[config.mk]
export PLATFORM = sky130hd
export DESIGN_NAME = vehicle_lane_scheduler
export DESIGN_NICKNAME = d
export VERILOG_FILES = /design/src/rtl/vehicle_lane_scheduler.sv
export SDC_FILE = /design/constraint.sdc
export NUM_CORES = 1
export LEC_CHECK = 0
export ABC_AREA = 1
export CORE_MARGIN = 1.5
export CORE_UTILIZATION = 30
export CTS_CLUSTER_SIZE = 14
export DETAILED_ROUTE_END_ITERATION = 10
export PLACE_DENSITY = 0.53
export SETUP_SLACK_MARGIN = 0.2
export SLEW_MARGIN = 20
export SYNTH_ARGS = -nofsm -noshare
export SYNTH_HDL_FRONTEND = slang
export SYNTH_SLANG_ARGS = --single-unit
[constraint.sdc]
create_clock -name VEHLANE_CLOCK_50 -period 1.8 [get_ports VEHLANE_CLOCK_50]
set_input_delay 0.27 -clock VEHLANE_CLOCK_50 [delete_from_list [all_inputs] [get_ports VEHLANE_CLOCK_50]]
set_output_delay 0.27 -clock VEHLANE_CLOCK_50 [all_outputs]
set_load 0.01 [all_outputs]
[src/rtl/vehicle_lane_scheduler.sv]
// One vehicle lane: occupancy register stepped by a prescaled tick, with a spawn/wrap entry mux and frog hit flag.
// Define VEHLANE_LFSR_EN to draw spawn bits from an 8-bit LFSR instead of the rotating SPAWN_PATTERN.
module vehicle_lane_scheduler #(
    parameter int               WIDTH         = 8,
    parameter int               COL_W         = 3,
    parameter int               DIV_W         = 25,
    parameter int               SPEED_DIV     = 12_500_000,
    parameter logic [WIDTH-1:0] INIT_PATTERN  = 8'b1001_0010,
    parameter logic [WIDTH-1:0] SPAWN_PATTERN = 8'b1100_0000,
    parameter logic [7:0]       LFSR_SEED     = 8'hA5
) (
    input  logic             VEHLANE_CLOCK_50,
    input  logic             VEHLANE_RESET_InHigh,
    input  logic             VEHLANE_START_In,
    input  logic             VEHLANE_PAUSE_In,
    input  logic             VEHLANE_DIR_In,
    input  logic             VEHLANE_MODE_In,
    input  logic [COL_W-1:0] VEHLANE_FROG_COL_In,
    input  logic             VEHLANE_FROG_HERE_In,
    output logic [WIDTH-1:0] VEHLANE_LANE_Out,
    output logic             VEHLANE_STEP_Out,
    output logic             VEHLANE_HIT_Out,
    output logic [1:0]       VEHLANE_STATE_Out
);

    // state   | meaning
    // IDLE 00 | lane cleared, waiting for START
    // LOAD 01 | one cycle: load INIT_PATTERN, clear prescaler, reseed spawn source
    // RUN  10 | prescaler counts, lane shifts on terminal count
    // HOLD 11 | prescaler and lane frozen while PAUSE is high
    typedef enum logic [1:0] {
        ST_IDLE = 2'b00,
        ST_LOAD = 2'b01,
        ST_RUN  = 2'b10,
        ST_HOLD = 2'b11
    } state_t;

    localparam int               PTR_W       = (WIDTH > 1) ? $clog2(WIDTH) : 1;
    localparam logic [DIV_W-1:0] LP_TC       = DIV_W'(SPEED_DIV - 1);
    localparam logic [PTR_W-1:0] LP_PTR_LAST = PTR_W'(WIDTH - 1);

    state_t             r_state;
    state_t             w_state_nxt;
    logic               w_load;
    logic               w_shift;
    logic               w_count;

    logic [WIDTH-1:0]   r_lane;
    logic [DIV_W-1:0]   r_presc;
    logic               r_step;
    logic               r_hit;

    logic               w_spawn;
    logic               w_wrap;
    logic               w_ins;
    logic [WIDTH-1:0]   w_lane_shift;
    logic               w_frog_bit;
    logic               w_hit_nxt;

    always_ff @(posedge VEHLANE_CLOCK_50 or posedge VEHLANE_RESET_InHigh) begin
        if (VEHLANE_RESET_InHigh) begin
            r_state <= ST_IDLE;
        end else begin
            r_state <= w_state_nxt;
        end
    end

    // START outranks PAUSE, which outranks the terminal count.
    always_comb begin
        w_state_nxt = r_state;
        w_load      = 1'b0;
        w_shift     = 1'b0;
        w_count     = 1'b0;
        case (r_state)
            ST_IDLE: begin
                if (VEHLANE_START_In) w_state_nxt = ST_LOAD;
            end
            ST_LOAD: begin
                w_load      = 1'b1;
                w_state_nxt = VEHLANE_START_In ? ST_LOAD : ST_RUN;
            end
            ST_RUN: begin
                if (VEHLANE_START_In) begin
                    w_state_nxt = ST_LOAD;
                end else if (VEHLANE_PAUSE_In) begin
                    w_state_nxt = ST_HOLD;
                end else if (r_presc == LP_TC) begin
                    w_shift = 1'b1;
                end else begin
                    w_count = 1'b1;
                end
            end
            ST_HOLD: begin
                if (VEHLANE_START_In) begin
                    w_state_nxt = ST_LOAD;
                end else if (!VEHLANE_PAUSE_In) begin
                    w_state_nxt = ST_RUN;
                end
            end
            default: w_state_nxt = ST_IDLE;
        endcase
    end

`ifdef VEHLANE_LFSR_EN
    logic [7:0] r_lfsr;
    logic       w_lfsr_fb;

    // x^8 + x^6 + x^5 + x^4 + 1
    assign w_lfsr_fb = r_lfsr[7] ^ r_lfsr[5] ^ r_lfsr[4] ^ r_lfsr[3];
    assign w_spawn   = r_lfsr[0];

    always_ff @(posedge VEHLANE_CLOCK_50 or posedge VEHLANE_RESET_InHigh) begin
        if (VEHLANE_RESET_InHigh) begin
            r_lfsr <= LFSR_SEED;
        end else if (w_load) begin
            r_lfsr <= LFSR_SEED;
        end else if (w_shift) begin
            r_lfsr <= {r_lfsr[6:0], w_lfsr_fb};
        end
    end
`else
    logic [PTR_W-1:0] r_ptr;

    assign w_spawn = |(SPAWN_PATTERN & (WIDTH'(1) << r_ptr));

    always_ff @(posedge VEHLANE_CLOCK_50 or posedge VEHLANE_RESET_InHigh) begin
        if (VEHLANE_RESET_InHigh) begin
            r_ptr <= '0;
        end else if (w_load) begin
            r_ptr <= '0;
        end else if (w_shift) begin
            r_ptr <= (r_ptr == LP_PTR_LAST) ? '0 : r_ptr + PTR_W'(1);
        end
    end
`endif

    assign w_wrap       = VEHLANE_DIR_In ? r_lane[WIDTH-1] : r_lane[0];
    assign w_ins        = VEHLANE_MODE_In ? w_spawn : w_wrap;
    assign w_lane_shift = VEHLANE_DIR_In ? {r_lane[WIDTH-2:0], w_ins}
                                         : {w_ins, r_lane[WIDTH-1:1]};

    // A column beyond the lane shifts the probe bit out, so it never hits.
    assign w_frog_bit = |(r_lane & (WIDTH'(1) << VEHLANE_FROG_COL_In));
    assign w_hit_nxt  = ((r_state == ST_RUN) || (r_state == ST_HOLD))
                        && VEHLANE_FROG_HERE_In && w_frog_bit;

    always_ff @(posedge VEHLANE_CLOCK_50 or posedge VEHLANE_RESET_InHigh) begin
        if (VEHLANE_RESET_InHigh) begin
            r_lane  <= '0;
            r_presc <= '0;
            r_step  <= 1'b0;
            r_hit   <= 1'b0;
        end else begin
            r_step <= w_shift;
            r_hit  <= w_hit_nxt;
            if (r_state == ST_IDLE) begin
                r_lane <= '0;
            end else if (w_load) begin
                r_lane  <= INIT_PATTERN;
                r_presc <= '0;
            end else if (w_shift) begin
                r_lane  <= w_lane_shift;
                r_presc <= '0;
            end else if (w_count) begin
                r_presc <= r_presc + DIV_W'(1);
            end
        end
    end

    assign VEHLANE_LANE_Out  = r_lane;
    assign VEHLANE_STEP_Out  = r_step;
    assign VEHLANE_HIT_Out   = r_hit;
    assign VEHLANE_STATE_Out = r_state;

endmodule
Word level (Yosys, flattened, before mapping)
Cells that the tools add are included.
{ "classes": {"addsub": 2, "n_eq_ne": 8, "n_shift": 2, "n_mux": 28, "bitwise": 2, "reduce_logical": 11} }
{ "ops": {"columns": ["operator", "n"], "rows": [
  ["25-bit two-way mux", 3],
  ["8-bit two-way mux", 4],
  ["25-bit by 1-bit adder with 25-bit output, second input constant", 1],
  ["25-bit by 24-bit == test with 1-bit output, second input constant", 1],
  ["1-bit by 3-bit << shifter with 8-bit output, first input constant", 2],
  ["2-bit two-way mux", 6],
  ["1-bit two-way mux", 11],
  ["3-bit two-way mux", 3],
  ["8-bit AND", 1],
  ["2-bit case mux with 4 select lines", 1],
  ["8-bit OR reduction", 1],
  ["3-bit != test, second input constant", 2],
  ["3-bit nonzero test", 2],
  ["2-bit == test, second input constant", 2],
  ["3-bit by 1-bit adder with 3-bit output, second input constant", 1],
  ["3-bit == test, second input constant", 1],
  ["3-bit AND reduction", 1],
  ["2-bit by 1-bit == test with 1-bit output, second input constant", 1],
  ["1-bit logical AND", 2],
  ["2-bit zero test", 1],
  ["2-bit != test, second input constant", 1],
  ["2-bit AND reduction", 1],
  ["2-bit nonzero test", 1],
  ["2-bit OR reduction", 1],
  ["2 further kinds", 2]
]} }
{ "totals": {"reg_bits": 40, "input_bits": 10, "output_inout_bits": 12, "wordCells": 59} }

Depth between registers and ports, before layout
{ "depth": {"depth_word": 8, "mapped_depth": 11} }

Least setup slack after synthesis
No wires, ideal clock.
{ "synth_timing": {"path_type": "reg2reg", "start": "register r_presc[0]", "end": "register r_presc[16]", "setup_ns": 0.071, "arrival_ns": 1.387, "required_time_ns": 1.729, "path_slack_ns": 0.342, "path_stages_with_launch": 10, "n_path_buf": 1, "path_cell_list": "dfrtp_1 ha_1 nand3_1 inv_1 nand2_2 nor3_4 a21oi_1 buf_6 nand2_1 nor2_1"} }
{ "synth_via": {"elab_chain_cells": 7, "word_cells_on_any_way": 15, "cone_classes": "add/sub: 1; eq/ne: 1; mux: 11; reduce/logical: 2"} }
{ "synth_rtl": {"columns": ["item", "line_no", "source"], "rows": [
  ["start: declaration", "49", "logic [DIV_W-1:0] r_presc;"],
  ["start signal: assignment", "165", "r_presc <= r_presc + DIV_W'(1);"],
  ["branches (longest 7 deep; another with 25-bit by 1-bit adder with 25-bit output)", null, null]
]} }
Parallel ways; which one is timed is not known. The select of a mux whose other input is x is not followed.
A chain may end at the register's enable or synchronous reset.

Final worst setup path
{ "layout_timing": {"start": "register r_presc[9]", "end": "register r_presc[22]"} }
The elaborated chain is that of the path after synthesis.

==> results.md <==
- DR pass1 iterations: 4
- Post-synth top area share: 41.30%
- Seq/Total Area, Yosys: 41.30%
- Clk root buf: clkbuf_8
- Fraction of layout cells with a size suffix above 1: 27.76%
- DP HPWL: 4.168 mm
- Core area: 7767 um2
- Area leader, netlist: dfrtp_1
- Avg Synthesized Cell Area: 7.235 um2
- Filler cells: 837
- Initial antenna violation count: 0
- Hold_buf cts: 0
- Num Clock Sinks: 40
- Number of port buffers: 21
- Die X-Extent: 92.88 um
- Die Height: 92.88 um
- Slew Limit Fails: 0
- Crit path buf inv count: 2
- Rows: 32
- P per Cell Area: 613.7 nW/um2
- Crit-path max cell delay: 0.43 ns
- Total power: 2.047 mW
- Crit-path most repeated cell: nor2_1
- CP Cell Sequence: nor2_1 > nand4_1 > nor3_4 > a21oi_2 > buf_4 > buf_8 > nand2_2 > nor2_1
- Yosys reg bits: 40
- Worst vdd rail ir drop: 423.4 uV
- Number of max-cap violations: 0
- Crit Path Max Fanout: 6
- Vias: 2232
- Max-slew headroom: 79.57%
- Unrepaired setup endpoints after global routing: true
- Ports: 22
- Critical path type: flop to flop
- Worst skew pair latency: 0.30 ns
- CP delay by family, top: simple AND/OR/NAND/NOR gates
- N_diodes: 0
- YS warnings: 0
- Total CTS buffers: 5
- Synth Net Count: 349
- Placer Congestion: 0.8906
- Vias in the first global route: 2177
- Data required, critical path: 2.00 ns
- Netlist cell types: 33
- Largest net degree at the start of global routing: 41
- Routed Antenna Nets: 0
- Global route total overflow: 0
- CTS tree: done
- Clock transition at path regs: 0.09 ns
- Leakage power: 1.546 nW
- Via/cell ratio: 4.546
- Setup_tns: 0 ns
- Synth area leaders: dfrtp_1, nand2_1, nor2_1, inv_1, nand3_1
- Slew at the pin closest to its max-slew limit: 0.3054 ns
- # nets final: 402
- Status: completed
- Slowest CP cell: dfrtp_1
- DIE AREA: 8627 um2
- Cell Area, Placed: 2803 um2
- Fin worst setup slack: 0.1364 ns
- Min Tclk post-route: 1.664 ns
- Final period util: 92.42%
- Max clock buf depth: 2
- Final wirelength: 6.140 mm
- Worst Path Arrival: 1.86 ns
- Design area: 3336 um2
- Drc violations: 0
- DRC violation total after the first TritonRoute iteration: 68
- Starting Density: 31.20%
- Cell count after synthesis: 335
- Hold WC Path Type: input port to asynchronous set/reset pin
- FMAX: 601.1 MHz
- Final Hold Viols: 0
- Drt wl/cell: 12.51 um
- Total Routing Usage GR: 15.14%
- H-tree lvl count: 2
- Final setup skew: 0.01207 ns
- Syn Std Cell Area: 2424 um2
- Startpoint Class: flop
- First-pass GRT wire length: 10.27 mm
- Final setup fails: 0
- Layout area overhead: 37.64%
- Pre-CTS WS: -0.008918 ns
- Crit end category: flop
cells by family after synthesis:
logic type,synth area share (%)
AND/OR/NAND/NOR,37.84
buffers and inverters,9.035
flip-flops,41.30
AO/OA/AOI/OAI,7.589
XOR/XNOR,2.168
adder cells (fa/ha/maj),2.065
cells in the mapped netlist, drive strengths merged:
cell type	count
or2	3
o22ai	5
nor3b	1
clkbuf	2
and3	1
clkinv	1
nor2	62
xor2	2
nand3	19
xnor2	4
buf	3
o21ai	17
nand3b	2
ha	4
nor3	13
inv	45
a211oi	1
o21a	1
dfrtp	40
a21boi	1
nand2	93
a21oi	9
nand4	6
stage by stage:
| stage | hold WS [ns] | instances | util (%) |
|---|---|---|---|
| 2_1_floorplan | 0.3796 | 335 | - |
| 3_3_place_gp | 0.5039 | 463 | 36.08 |
| 3_5_place_dp | 0.4974 | 463 | 36.08 |
| 4_1_cts | 0.3058 | 479 | 39.03 |
| 5_1_grt | 0.3175 | 491 | 42.94 |
| 6_report | 0.2964 | 491 | 42.94 |
sequential cells by signal, indices dropped and copies added (netlist names):
register / count
VEHLANE_HIT_Out: 1
VEHLANE_LANE_Out: 8
VEHLANE_STEP_Out: 1
r_presc: 25
r_ptr: 3
VEHLANE_STATE_Out: 2
path summary, 6_finish.rpt:
kind                                          start              endpoint  slack, ns  depth (start not counted)
max in group asynchronous      VEHLANE_RESET_InHigh  VEHLANE_STATE_Out[0]       1.27                          3
min                            VEHLANE_RESET_InHigh            r_presc[8]       0.30                          3
max                                      r_presc[9]           r_presc[22]       0.14                          8
max reg2reg                              r_presc[9]           r_presc[22]       0.14                          8
min reg2reg                                r_ptr[2]              r_ptr[2]       0.53                          2
min in group VEHLANE_CLOCK_50  VEHLANE_FROG_HERE_In       VEHLANE_HIT_Out       0.52                          3
metal layers:
layer	share of wire (%)	routed length, um	vias to the layer above	track usage, %
li1	-	-	1167	-
met1	49	2979	1023	20.06
met2	47	2890	35	25.06
met3	3.0	185	7	3.038
met4	1.4	86	0	3.914
met5	0	0	-	0
layout make-up:
cell class                 count  area (um2)  area share, %
multi-input combinational    244        1424          42.69
sequential                    40        1007          30.20
timing repair buffer          51       493.0          14.78
inverter                      46       172.7          5.176
tap                          102       127.6          3.826
clock buffer                   5       68.82          2.063
clock inverter                 3       42.54          1.275
tightest hold or removal path, delay by kind of cell:
| kind | cells | cell delay (ns) |
|---|---|---|
| buffers and inverters | 3 | 0.70 |
placed cells by master, fill, tap and decap left out, types with 11 or more instances in the layout:
cell             instances
o21ai_0                 15
buf_4                   22
inv_1                   39
clkdlybuf4s50_1         18
nand2_2                 12
nor2_2                  11
nand2_1                 73
nand3_1                 14
dfrtp_1                 35
nor2_1                  46
where the power goes:
| group | switching [mW] | internal (mW) |
|---|---|---|
| Sequential | 0.0271 | 0.924 |
| Combinational | 0.180 | 0.152 |
| Clock | 0.353 | 0.411 |
| Total | 0.560 | 1.49 |
what timing repair did:
action | in CTS | in global routing
cloned | 1 | 0
endpoints found under the setup margin | 15 | 38
setup buffers | 7 | 12
pin swaps | 6 | 13
resized for setup | 18 | 51
endpoints found under the hold margin | 0 | 0
No activity file was read; power rests on OpenSTA's default activity.
